[config.mk]
export PLATFORM = sky130hd
export DESIGN_NAME = riscv_fetch_unit_flat
export DESIGN_NICKNAME = d
export VERILOG_FILES = /design/src/rtl/riscv_fetch_unit_if.sv /design/src/rtl/riscv_fetch_unit.sv /design/src/flat_wrapper.sv
export SDC_FILE = /design/constraint.sdc
export NUM_CORES = 1
export LEC_CHECK = 0
export CAP_MARGIN = 20
export CORE_ASPECT_RATIO = 1.4
export CORE_UTILIZATION = 50
export CTS_CLUSTER_SIZE = 12
export DETAILED_ROUTE_END_ITERATION = 10
export GPL_ROUTABILITY_DRIVEN = 0
export PLACE_DENSITY = 0.75
export SYNTH_ARGS = -nofsm -noshare
export SYNTH_HDL_FRONTEND = slang
export SYNTH_SLANG_ARGS = --single-unit
[constraint.sdc]
create_clock -name clk -period 6.2 [get_ports clk]
set_input_delay 0.62 -clock clk [delete_from_list [all_inputs] [get_ports clk]]
set_output_delay 0.62 -clock clk [all_outputs]
set_load 0.02 [all_outputs]
[src/rtl/riscv_fetch_unit_if.sv]
// riscv_fetch_unit_if: fetch-unit bus bundle (imem byte port, instruction stream, redirect).
//   master = fetch unit: drives imem_req/imem_addr, out_valid/out_instr/out_pc (and fault).
//   slave  = environment: drives imem_rdata, out_ready, redirect_valid/redirect_pc.
//   The fault signal exists only when FETCH_FAULT_EN is defined.
interface riscv_fetch_unit_if #(parameter int XLEN = 64);
    logic            imem_req;
    logic [XLEN-1:0] imem_addr;
    logic [7:0]      imem_rdata;
    logic            out_valid;
    logic            out_ready;
    logic [31:0]     out_instr;
    logic [XLEN-1:0] out_pc;
    logic            redirect_valid;
    logic [XLEN-1:0] redirect_pc;
`ifdef FETCH_FAULT_EN
    logic            fault;
`endif
    modport master (
        output imem_req, imem_addr, out_valid, out_instr, out_pc,
`ifdef FETCH_FAULT_EN
        output fault,
`endif
        input imem_rdata, out_ready, redirect_valid, redirect_pc
    );
    modport slave (
        input imem_req, imem_addr, out_valid, out_instr, out_pc,
`ifdef FETCH_FAULT_EN
        input fault,
`endif
        output imem_rdata, out_ready, redirect_valid, redirect_pc
    );
endinterface

[src/rtl/riscv_fetch_unit.sv]
// riscv_fetch_unit: byte-serial instruction fetch, big-endian word assembly, FIFO buffer, redirect.
//   clk, reset (sync, active-high); bus = riscv_fetch_unit_if.master.
//   Optional FETCH_FAULT_EN: misaligned redirect or out-of-range word raises sticky fault.
module riscv_fetch_unit #(
    parameter int              XLEN       = 64,
    parameter int              IMEM_DEPTH = 176,
    parameter int              FIFO_DEPTH = 2,
    parameter logic [XLEN-1:0] RESET_PC   = '0
) (
    input logic                clk,
    input logic                reset,
    riscv_fetch_unit_if.master bus
);
    localparam int AW = FIFO_DEPTH > 1 ? $clog2(FIFO_DEPTH) : 1;
    localparam int CW = $clog2(FIFO_DEPTH + 1);
    typedef enum logic [1:0] {FETCH, STALL, FAULT} state_e;
    state_e          state_q, state_d;
    logic [XLEN-1:0] ipc_q, apc_q, addr, target, lim;
    logic [1:0]      k_q, rk_q;
    logic            rvalid_q, roor_q, repoch_q, epoch_q;
    logic [23:0]     asm_q;
    logic [31:0]     instr_mem [FIFO_DEPTH];
    logic [XLEN-1:0] pc_mem [FIFO_DEPTH];
    logic [AW-1:0]   wp_q, rp_q;
    logic [CW-1:0]   cnt_q;
    logic            valid, byte_ok, push, pop, room, in_range, pc_bad, target_bad, issue;
    logic [7:0]      rbyte;
    function automatic logic [AW-1:0] nxt(input logic [AW-1:0] p);
        return p == AW'(FIFO_DEPTH - 1) ? '0 : p + AW'(1);
    endfunction
    assign lim      = XLEN'(IMEM_DEPTH);
    assign addr     = ipc_q + XLEN'(k_q);
    assign in_range = addr < lim;
    // a returning byte is used only if issued in the current epoch
    assign byte_ok  = rvalid_q && repoch_q == epoch_q;
    assign rbyte    = roor_q ? 8'h00 : bus.imem_rdata;
    assign push     = byte_ok && rk_q == 2'd3;
    assign valid    = cnt_q != '0;
    assign pop      = valid && bus.out_ready;
    // a word is "assembling" while bytes remain to issue or its last byte is returning
    assign room     = int'(cnt_q) - int'(pop) + int'(k_q != 2'd0 || byte_ok) < FIFO_DEPTH;
`ifdef FETCH_FAULT_EN
    assign pc_bad     = ipc_q + XLEN'(3) >= lim;
    assign target_bad = bus.redirect_pc[1:0] != 2'b00;
    assign target     = bus.redirect_pc;
    assign bus.fault  = state_q == FAULT;
`else
    assign pc_bad     = 1'b0;
    assign target_bad = 1'b0;
    assign target     = bus.redirect_pc & ~XLEN'(3);
`endif
    // room is only checked at byte 0, so a started word always completes
    assign issue   = !reset && state_q != FAULT && (k_q != 2'd0 || (room && !pc_bad));
    assign state_d = (state_q == FAULT || (k_q == 2'd0 && pc_bad)) ? FAULT :
                     (k_q == 2'd0 && !room) ? STALL : FETCH;
    assign bus.imem_req  = issue && in_range;
    assign bus.imem_addr = addr;
    assign bus.out_valid = valid;
    assign bus.out_instr = valid ? instr_mem[rp_q] : 32'h0;
    assign bus.out_pc    = valid ? pc_mem[rp_q] : '0;
    always_ff @(posedge clk) begin
        if (reset) begin
            state_q  <= FETCH;
            ipc_q    <= RESET_PC;
            apc_q    <= RESET_PC;
            k_q      <= '0;
            rk_q     <= '0;
            rvalid_q <= 1'b0;
            roor_q   <= 1'b0;
            repoch_q <= 1'b0;
            epoch_q  <= 1'b0;
            asm_q    <= '0;
            wp_q     <= '0;
            rp_q     <= '0;
            cnt_q    <= '0;
        end else begin
            rvalid_q <= issue;
            rk_q     <= k_q;
            roor_q   <= !in_range;
            repoch_q <= epoch_q;
            if (byte_ok) asm_q <= {asm_q[15:0], rbyte};
            if (bus.redirect_valid) begin
                state_q <= target_bad ? FAULT : FETCH;
                ipc_q   <= target;
                k_q     <= '0;
                epoch_q <= !epoch_q;
                wp_q    <= '0;
                rp_q    <= '0;
                cnt_q   <= '0;
            end else begin
                state_q <= state_d;
                if (issue) begin
                    k_q <= k_q + 2'd1;
                    if (k_q == 2'd0) apc_q <= ipc_q;
                    if (k_q == 2'd3) ipc_q <= ipc_q + XLEN'(4);
                end
                if (push) begin
                    instr_mem[wp_q] <= {asm_q, rbyte};
                    pc_mem[wp_q]    <= apc_q;
                    wp_q            <= nxt(wp_q);
                end
                if (pop) rp_q <= nxt(rp_q);
                cnt_q <= cnt_q + CW'(push) - CW'(pop);
            end
        end
    end
endmodule

[src/flat_wrapper.sv]
// flat-port wrapper written by rule: the top's interface ports become plain ports
module riscv_fetch_unit_flat 
#(
    parameter int              XLEN       = 64,
    parameter int              IMEM_DEPTH = 176,
    parameter int              FIFO_DEPTH = 2,
    parameter logic [XLEN-1:0] RESET_PC   = '0
)
  (clk, reset, bus_imem_req, bus_imem_addr, bus_out_valid, bus_out_instr, bus_out_pc, bus_imem_rdata, bus_out_ready, bus_redirect_valid, bus_redirect_pc);
  riscv_fetch_unit_if #(.XLEN(XLEN)) bus_i ();
  input logic clk;
  input logic reset;
  output wire logic [$bits(bus_i.imem_req)-1:0] bus_imem_req;
  output wire logic [$bits(bus_i.imem_addr)-1:0] bus_imem_addr;
  output wire logic [$bits(bus_i.out_valid)-1:0] bus_out_valid;
  output wire logic [$bits(bus_i.out_instr)-1:0] bus_out_instr;
  output wire logic [$bits(bus_i.out_pc)-1:0] bus_out_pc;
  input wire logic [$bits(bus_i.imem_rdata)-1:0] bus_imem_rdata;
  input wire logic [$bits(bus_i.out_ready)-1:0] bus_out_ready;
  input wire logic [$bits(bus_i.redirect_valid)-1:0] bus_redirect_valid;
  input wire logic [$bits(bus_i.redirect_pc)-1:0] bus_redirect_pc;
  assign bus_imem_req = bus_i.imem_req;
  assign bus_imem_addr = bus_i.imem_addr;
  assign bus_out_valid = bus_i.out_valid;
  assign bus_out_instr = bus_i.out_instr;
  assign bus_out_pc = bus_i.out_pc;
  assign bus_i.imem_rdata = bus_imem_rdata;
  assign bus_i.out_ready = bus_out_ready;
  assign bus_i.redirect_valid = bus_redirect_valid;
  assign bus_i.redirect_pc = bus_redirect_pc;
  riscv_fetch_unit #(.XLEN(XLEN), .IMEM_DEPTH(IMEM_DEPTH), .FIFO_DEPTH(FIFO_DEPTH), .RESET_PC(RESET_PC)) u_core (.clk(clk), .reset(reset), .bus(bus_i));
endmodule
# Word-level counts from Yosys, hierarchy flattened
# Memory sizes are Yosys's and may differ from the RTL's. A register that Yosys moved wholly into a read port is not among the register bits.
# Cells that the tools add are included.
[totals]
memories = 2
output_inout_bits = 162
wordCells = 75
in_bits = 76
register_bits = 166
ramBits = 192
[mem_list]
columns = ["name", "words", "word_bits", "rd", "rd_ports_with_merged_regs", "wr", "line_no", "rtl"]
rows = [
  ["u_core.pc_mem", 2, 64, 1, 1, 1, "riscv_fetch_unit.sv:23", "logic [XLEN-1:0] pc_mem [FIFO_DEPTH];"],
  ["u_core.instr_mem", 2, 32, 1, 1, 1, "riscv_fetch_unit.sv:22", "logic [31:0] instr_mem [FIFO_DEPTH];"],
]
[op_classes]
n_reduce_logical = 23
eq_ne = 5
muxes = 18
addsub = 9
magnitude_cmp = 2
n_bitwise = 1
[ops]
columns = ["op", "count"]
rows = [
  ["$mux W64", 4],
  ["$add A64 B2 Y64", 1],
  ["$add A64 B3 Y64 const B", 1],
  ["$lt A64 B8 Y1 const B", 1],
  ["$add A32 B2 Y32", 1],
  ["$lt A32 B3 Y1 const B", 1],
  ["$mux W32", 1],
  ["$mux W1", 11],
  ["$mux W8", 1],
  ["$reduce_bool A2 Y1", 4],
  ["$logic_and A1 B1 Y1", 7],
  ["$eq A2 B2 Y1 const B", 3],
  ["$logic_not A1 Y1", 4],
  ["$reduce_and A2 Y1", 2],
  ["$reduce_and A3 Y1", 1],
  ["$reduce_or A3 Y1", 1],
  ["$sub A2 B1 Y3", 1],
  ["$add A1 B1 Y1 const B", 2],
  ["$add A2 B1 Y2", 1],
  ["$add A2 B1 Y2 const B", 1],
  ["$logic_not A2 Y1", 1],
  ["$logic_or A1 B1 Y1", 2],
  ["$mux W2", 1],
  ["$ne A2 B2 Y1 const B", 1],
  ["4 further kinds", 4],
]

# Logic depth before layout (Yosys ltp)
# Gate-level depths: netlist (run 1).
[depth]
word_depth = 9
depth_mapped = 16
ltp_nobuf = 13

# Least setup slack after synthesis (run 1)
# OpenSTA, ideal clock, no wires.
[synth_path]
path_type = "register to register"
start = "register u_core.epoch_q"
end = "memory u_core.instr_mem[0][0] (enable)"
stages_incl_launch_ff = 8
period_less_slack_ps = 5669
setup_time_ps = 548
setup_slack_ps = 531
arrival_time_ps = 5121
n_path_buf = 2
required_ps = 5652
path_cell_list = "dfxtp_1 > xnor2_1 > and2_1 > clkbuf_1 > and3_1 > clkbuf_1 > nand2_1 > nor2_1"
[synth_via]
elab_chain_cells = 7
[synth_rtl]
columns = ["element", "line_no", "rtl"]
rows = [
  ["start: declaration", "riscv_fetch_unit.sv:20", "logic rvalid_q, roor_q, repoch_q, epoch_q;"],
  ["start signal: assignment", "riscv_fetch_unit.sv:86", "epoch_q <= !epoch_q;"],
  ["$eq A1 B1 Y1", "riscv_fetch_unit.sv:35", "assign byte_ok = rvalid_q && repoch_q == epoch_q;"],
  ["$logic_and A1 B1 Y1", "riscv_fetch_unit.sv:35", ""],
  ["$logic_and A1 B1 Y1", "riscv_fetch_unit.sv:37", "assign push = byte_ok && rk_q == 2'd3;"],
  ["net u_core.push", "riscv_fetch_unit.sv:26", "logic valid, byte_ok, push, pop, room, in_range, pc_bad, target_bad, issue;"],
  ["$mux W1", "riscv_fetch_unit.sv:97", "if (push) begin"],
  ["$mux W1", "riscv_fetch_unit.sv:82", "if (bus.redirect_valid) begin"],
  ["$mux W1", "riscv_fetch_unit.sv:62", "if (reset) begin"],
  ["$mux W1 (not written as such)", "riscv_fetch_unit.sv:98", "instr_mem[wp_q] <= {asm_q, rbyte};"],
  ["end: declaration", "riscv_fetch_unit.sv:22", ""],
]
# The timed path passes the listed nets, and every way through them passes these cells.

# Worst setup path in the final report (run 1)
[layout_path]
start = "register u_core.epoch_q"
end = "output bus_imem_req"
[layout_via]
elab_chain_cells = 8
[layout_rtl]
columns = ["element", "line_no", "rtl"]
rows = [
  ["$eq A1 B1 Y1", "riscv_fetch_unit.sv:35", ""],
  ["$logic_and A1 B1 Y1", "riscv_fetch_unit.sv:35", ""],
  ["$logic_or A1 B1 Y1", "riscv_fetch_unit.sv:41", "assign room = int'(cnt_q) - int'(pop) + int'(k_q != 2'd0 || byte_ok) < FIFO_DEPTH;"],
  ["$add A32 B2 Y32", "riscv_fetch_unit.sv:41", ""],
  ["$lt A32 B3 Y1", "riscv_fetch_unit.sv:41", ""],
  ["$logic_or A1 B1 Y1", "riscv_fetch_unit.sv:53", "assign issue = !reset && state_q != FAULT && (k_q != 2'd0 || (room && !pc_bad));"],
  ["$logic_and A1 B1 Y1", "riscv_fetch_unit.sv:53", ""],
  ["$logic_and A1 B1 Y1", "riscv_fetch_unit.sv:56", "assign bus.imem_req = issue && in_range;"],
  ["end: declaration", "flat_wrapper.sv:13", "output wire logic [$bits(bus_i.imem_req)-1:0] bus_imem_req;"],
]
# Every way passes these cells.

==> results.cfg, run 1 <==
[worst_hold_path]
hp-class = reg -> reg
min_from = u_core.apc_q[20]$_SDFFE_PP0P_
hold_end = u_core.pc_mem[1][20]$_DFFE_PP_
whs_path_depth = 0

[timing]
setup_tns_ns = 0
max-slew-margin-rel_pct = 26.8
skew_ns = 0.0129
drv_slew = 0
final.period_utilization_pct = 83.1
rsz0062_at_grt = false
hold_viol_final = 0
max_freq_mhz = 194
final.setup.worst_slack_ns = 1.05
period_needed_ns = 5.15
setup_viol = 0
worst_pin_slew_ns = 1.10

[global_route]
grt_max_degree = 97
grt-busiest-layer = met2
grt_use_met1_pct = 31.5
grt_pass1_wl_um = 60800
grt-ovfl-total = 0
track_usage_pct = 25.3
use_met2_pct = 43.2
grt_pass1_vias = 11200
antenna_found_initial = 2
use_met3_pct = 2.84

[route]
routedWlPerCell_um = 19.6
vias = 11700
post_drt_via_cell_ratio = 5.82
dr.pass1.iters = 6
drc_errors = 0
ant_nets = 0
detail_route.wirelength_um = 39400
drt_iter0_markers = 865

[die]
die_area_sq_um = 30800
dieWidth_um = 149
initial_utilization_pct = 51.3
rows = 74
core_area_sq_um = 29400
io_pins = 238
fp.dieH_um = 207

[clock_network]
clk_path_buf_depth = 3
cts_buffers = 35
clock-sinks = 351
clock_latency_ns = 0.51
post_cts_resized = 0
htreeDepth = 2
post_cts_buffers = 0
cts_tree = yes
clkTransAtPathRegs_ns = 0.06
ctsHoldBuffers = 0
cts_root_buffer = clkbuf_16

[setup_path]
worstRegToRegCells = 12
setup.worst_path.class = reg -> out
cp_data_arrival_time_ns = 4.53
crit_slowest_cell = clkdlybuf4s50_1
crit_start = u_core.epoch_q$_SDFFE_PP0P_
timing.rr.start = u_core.epoch_q$_SDFFE_PP0P_
end_kind = primary output
crit_chain = xnor2_1 > nand2_1 > a21oi_1 > ha_1 > inv_1 > ha_1 > nor4b_1 > a41o_1 > buf_4 > nand2_1 > nor2b_1 > clkdlybuf4s50_1
start_kind = flip-flop
r2r_setup_slack_ns = 1.72
critPathMaxStageDelay_ns = 0.65
cp.required_ns = 5.58
r2r-end = u_core.ipc_q[47]$_SDFFE_PP0P_
crit_fanout = 25

[logic_synthesis]
syn_area_sq_um = 15000
synth-seq-cells = 351
ys_seq_area_share_pct = 59.2
avgSynthCellArea_sq_um = 10.6
synth_ff_type = edfxtp_1
synth_edf_count = 188
yosys_warnings = 0
async_flop_share_pct = 0
synthDistinctLibCells = 63
postSynthCellCount = 1416

[cells_and_area]
final_util_pct = 63.0
final_cell_mix = 232 x clkdlybuf4s50_1, 215 x nand2_1, 188 x edfxtp_1
stdcell_count = 2007
area_growth_pct = 22.9
final_area_sq_um = 18500
final_common_cell = clkdlybuf4s50_1
drive_gt1_share_pct = 4.74
nets = 1693

[status]
status = finished clean

[place]
placed_area_sq_um = 17500
port_buffers = 233
placedCellCount = 1946
pre_cts_ws_ns = 1.31
dpl.hpwl_um = 26700

[power_and_ir_drop]
pwr_density_cell_nw_per_um2 = 259
power_leakage_nw = 5.92
peakVddDrop_v = 0.000187

[flow_run]
cap_violations = 0
## how the worst max path moves through the flow
stage / slack, ns / end
final: 1.05 / bus_imem_req
after floorplan: 0.53 / u_core.instr_mem[0][0]$_DFFE_PP_
after global placement: 1.44 / bus_imem_req
after global routing: 0.79 / bus_imem_req
after detailed placement: 1.31 / bus_imem_req
after CTS: 1.08 / bus_imem_req
## routing by layer
metal  wire length (um)  vias up  part of all wire [%]
met1              15200     5538                    39
met2              19800      542                    50
met4               1840        0                   4.7
met5                  0        -                     0
met3               2530      111                   6.4
li1                   -     5492                     -
## cell usage after synthesis, drive strengths merged (2+ instances only)
cell type	count	area (sq um)
o22ai	5	31.3
inv	26	97.6
o41a	2	23.8
edfxtp	188	5650
a31oi	10	62.6
xnor2	22	193
buf	20	125
nand3	37	185
o211ai	12	90.1
nor4b	2	17.5
nor2	169	634
nor4	43	269
nand2b	5	31.3
or4	13	97.6
clkbuf	76	333
o31a	7	65.1
dfxtp	163	3260
a2111oi	10	87.6
and4	7	61.3
a311oi	20	175
xor2	5	43.8
or4b	5	50.1
nand4	33	234
mux2i	95	951
o311ai	5	43.8
ha	14	175
a211oi	14	105
a21oi	92	460
and3	10	65.1
o21ai	8	40.0
or3	10	67.6
or2	3	18.8
and2	16	100
nor3	16	80.1
o31ai	9	67.6
dlygate4sd3	2	20.0
nand2	215	807
nor2b	16	100
## metrics by stage
| step | hold slack [ns] | total power [mW] |
|---|---|---|
| 2_1_floorplan | 0.425 | 2.76 |
| 3_3_place_gp | 0.430 | 2.91 |
| 3_5_place_dp | 0.436 | 2.92 |
| 4_1_cts | 0.446 | 4.81 |
| 5_1_grt | 0.460 | 4.92 |
| 6_report | 0.449 | 4.79 |
## area by class of cell
type | instances | area (sq um)
diodes | 2 | 5.00
clock buffers | 58 | 1000
clock inverters | 1 | 3.75
fillers | 2296 | 10900
inverters | 26 | 97.6
multi-input cells | 940 | 5540
flip-flops and latches | 351 | 8910
well taps | 380 | 475
repair buffers | 249 | 2450
## critical path: cells and delay by family, from the launching register on
kind | cells | cell delay [ns]
compound gates | 2 | 0.72
xor+xnor | 1 | 0.19
fa+ha+maj | 2 | 0.38
buf+inv | 3 | 0.94
flops | 1 | 0.33
simple gates | 4 | 1.46
## flip-flops by register name, indices dropped and copies added, names as in the netlist, 2 cells and up, named ones only
signal	count
u_core.apc_q	62
u_core.asm_q	24
u_core.cnt_q	2
u_core.instr_mem	64
u_core.ipc_q	62
u_core.k_q	2
u_core.pc_mem	124
u_core.rk_q	2
u_core.state_q	2
## power by group
group	leakage (nW)	internal, mW	switching [mW]
clock	0.482	1.10	0.816
combinational	2.21	0.140	0.169
sequential	3.22	2.48	0.0868
total	5.92	3.72	1.07
## kinds of logic (layout without fill, tap and decap cells)
| family | count (synthesis) | after routing | share of synthesized area [%] |
|---|---|---|---|
| simple gates | 601 | 601 | 18.8 |
| mux | 95 | 95 | 6.32 |
| buf+inv | 126 | 334 | 4.10 |
| other cells | 1 | 4 | 0.0249 |
| xor+xnor | 27 | 27 | 1.57 |
| flops | 351 | 351 | 59.2 |
| fa+ha+maj | 14 | 14 | 1.16 |
| compound gates | 201 | 201 | 8.79 |
(Power assumes the default switching activity.)
==> run 2: changes to the inputs <==
clock period = 5.3 ns   (was 6.2 ns; I/O delays follow)
==> run 2 against run 1 <==
  * Clock skew rose by 0.0064 ns
  * Via count is 0.57% higher
  * Worst hold slack worse by 0.0055 ns
  * Critical path depth unchanged
==> results.cfg, run 2 (synthesis results as in run 1) <==
[status]
status = finished clean

[setup_path]
crit_slowest_cell = clkdlybuf4s50_1
setup.worst_path.class = in -> out
path_depth = 12
crit_start = bus_out_ready
timing.rr.start = u_core.cnt_q[0]$_SDFF_PP0_
crit_fanout = 12
critPathMaxStageDelay_ns = 0.66
start_kind = input port
r2r-end = u_core.ipc_q[47]$_SDFFE_PP0P_
cp.required_ns = 4.77
cp_data_arrival_time_ns = 4.22
r2r_setup_slack_ns = 1.20
critical_path.top_delay_family = buffers and inverters
crit_chain = clkdlybuf4s50_1 > nor2b_1 > ha_1 > a21oi_1 > ha_1 > inv_1 > ha_1 > nor4b_1 > a41o_1 > nand2_1 > nor2b_1 > clkdlybuf4s50_1
crit_top_cell = ha_1
end_kind = primary output
worst-path-buf-inv = 3
crit_path_end = bus_imem_req
worstRegToRegCells = 12

[power_and_ir_drop]
pwr_density_cell_nw_per_um2 = 309
clockPowerShare_pct = 41.4
p_int_mw = 4.45
p_comb_share_pct = 6.5
seqPwrFrac_pct = 52.2
finalPower_mw = 5.75
p_sw_share_pct = 22.6
power_leakage_nw = 5.98
p_sw_mw = 1.30
peakVddDrop_v = 0.000197

[route]
vias = 11800
routedWlPerCell_um = 19.8
drc_errors = 0
dr.pass1.iters = 6
drt_iter0_markers = 1102
ant_nets = 0
detail_route.wirelength_um = 39900
post_drt_via_cell_ratio = 5.83

[clock_network]
post_cts_resized = 0
cts_tree = yes
clk_path_buf_depth = 3
clkTransAtPathRegs_ns = 0.06
clock-sinks = 351
cts_root_buffer = clkbuf_16
cts_buffers = 36
post_cts_buffers = 0
htreeDepth = 2
ctsHoldBuffers = 0
clock_latency_ns = 0.52

[timing]
period_needed_ns = 4.75
final.period_utilization_pct = 89.7
hold_viol_final = 0
worst_pin_slew_ns = 1.13
drv_slew = 0
rsz0062_at_grt = false
max_freq_mhz = 210
setup_viol = 0
setup_tns_ns = 0
skew_ns = 0.0193
max-slew-margin-rel_pct = 23.5

[cells_and_area]
largest_registers = u_core.pc_mem x124, u_core.instr_mem x64
fill_cells = 2301
antenna_cells = 0
top_register = u_core.pc_mem
nets = 1697
seqCellArea_sq_um = 8910
largest_reg_flops = 124
drive_gt1_share_pct = 5.20
area_growth_pct = 23.8
final_cell_mix = 232 x clkdlybuf4s50_1, 215 x nand2_1, 188 x edfxtp_1
multi_input_area_sq_um = 5540
final_common_cell = clkdlybuf4s50_1

[global_route]
grt-ovfl-total = 0
track_usage_pct = 25.6
grt_pass1_vias = 11200
grt_max_degree = 99
antenna_found_initial = 0
grt_pass1_wl_um = 60700

[die]
die_area_sq_um = 30800
io_pins = 238
core_area_sq_um = 29400
dieWidth_um = 149
initial_utilization_pct = 51.3
rows = 74
fp.dieH_um = 207

[worst_hold_path]
hp-class = reg -> reg

[place]
port_buffers = 233
dpl.hpwl_um = 26900

[flow_run]
cap_violations = 0
run 2: changes by cell type in the layout (fill, tap and decap cells not counted), sizes merged:
cell    before  now
buf         17   20
clkbuf      58   62
clkinv       1    3
diode        2    0
inv         26   27
run 2: worst min path at each step:
stage / start / to / slack (ns) / depth (start not counted)
floorplan: u_core.asm_q[16]$_SDFFE_PP0N_ / u_core.instr_mem[0][24]$_DFFE_PP_ / 0.43 / 0
global placement: u_core.apc_q[5]$_SDFFE_PP0P_ / u_core.pc_mem[1][5]$_DFFE_PP_ / 0.43 / 0
detailed placement: u_core.apc_q[27]$_SDFFE_PP0P_ / u_core.pc_mem[1][27]$_DFFE_PP_ / 0.44 / 0
CTS: u_core.apc_q[37]$_SDFFE_PP0P_ / u_core.pc_mem[1][37]$_DFFE_PP_ / 0.45 / 0
global route: u_core.apc_q[6]$_SDFFE_PP0P_ / u_core.pc_mem[0][6]$_DFFE_PP_ / 0.46 / 0
finish: u_core.apc_q[16]$_SDFFE_PP0P_ / u_core.pc_mem[1][16]$_DFFE_PP_ / 0.44 / 0
run 2: power by group through the flow:
stage / registers (mW) / logic, mW / clock network, mW
detailed placement: 3.06 / 0.368 / 0
global placement: 3.05 / 0.362 / 0
floorplan: 3.05 / 0.177 / 0
global route: 3.01 / 0.397 / 2.51
CTS: 3.00 / 0.371 / 2.40
finish: 3.00 / 0.373 / 2.38
run 2: area by class of cell:
cell class | count | area share [%]
Clock buffer | 62 | 5.76
Clock inverter | 4 | 0.175
Inverter | 26 | 0.524
Multi-Input combinational cell | 940 | 29.8
Sequential cell | 351 | 47.9
Tap cell | 380 | 2.55
Timing Repair Buffer | 252 | 13.3
run 2: per-stage QoR:
step                      hold slack, ns  instances  util [%]  area (sq um)  setup WS [ns]
after floorplan                    0.425       1417         -         15000           1.22
after global placement             0.428       1949      59.7         17500          0.761
after detailed placement           0.437       1949      59.7         17500          0.640
after CTS                          0.449       2015      63.4         18600          0.606
after global routing               0.455       2015      63.4         18600          0.329
final                              0.444       2015      63.4         18600          0.545
run 2: routing by layer:
metal	vias up	GRT usage, %	wire length [um]
met5	-	0	0
met4	0	13.8	1960
met3	127	3.85	3050
met2	566	43.3	19800
met1	5527	31.1	15100
li1	5530	-	-
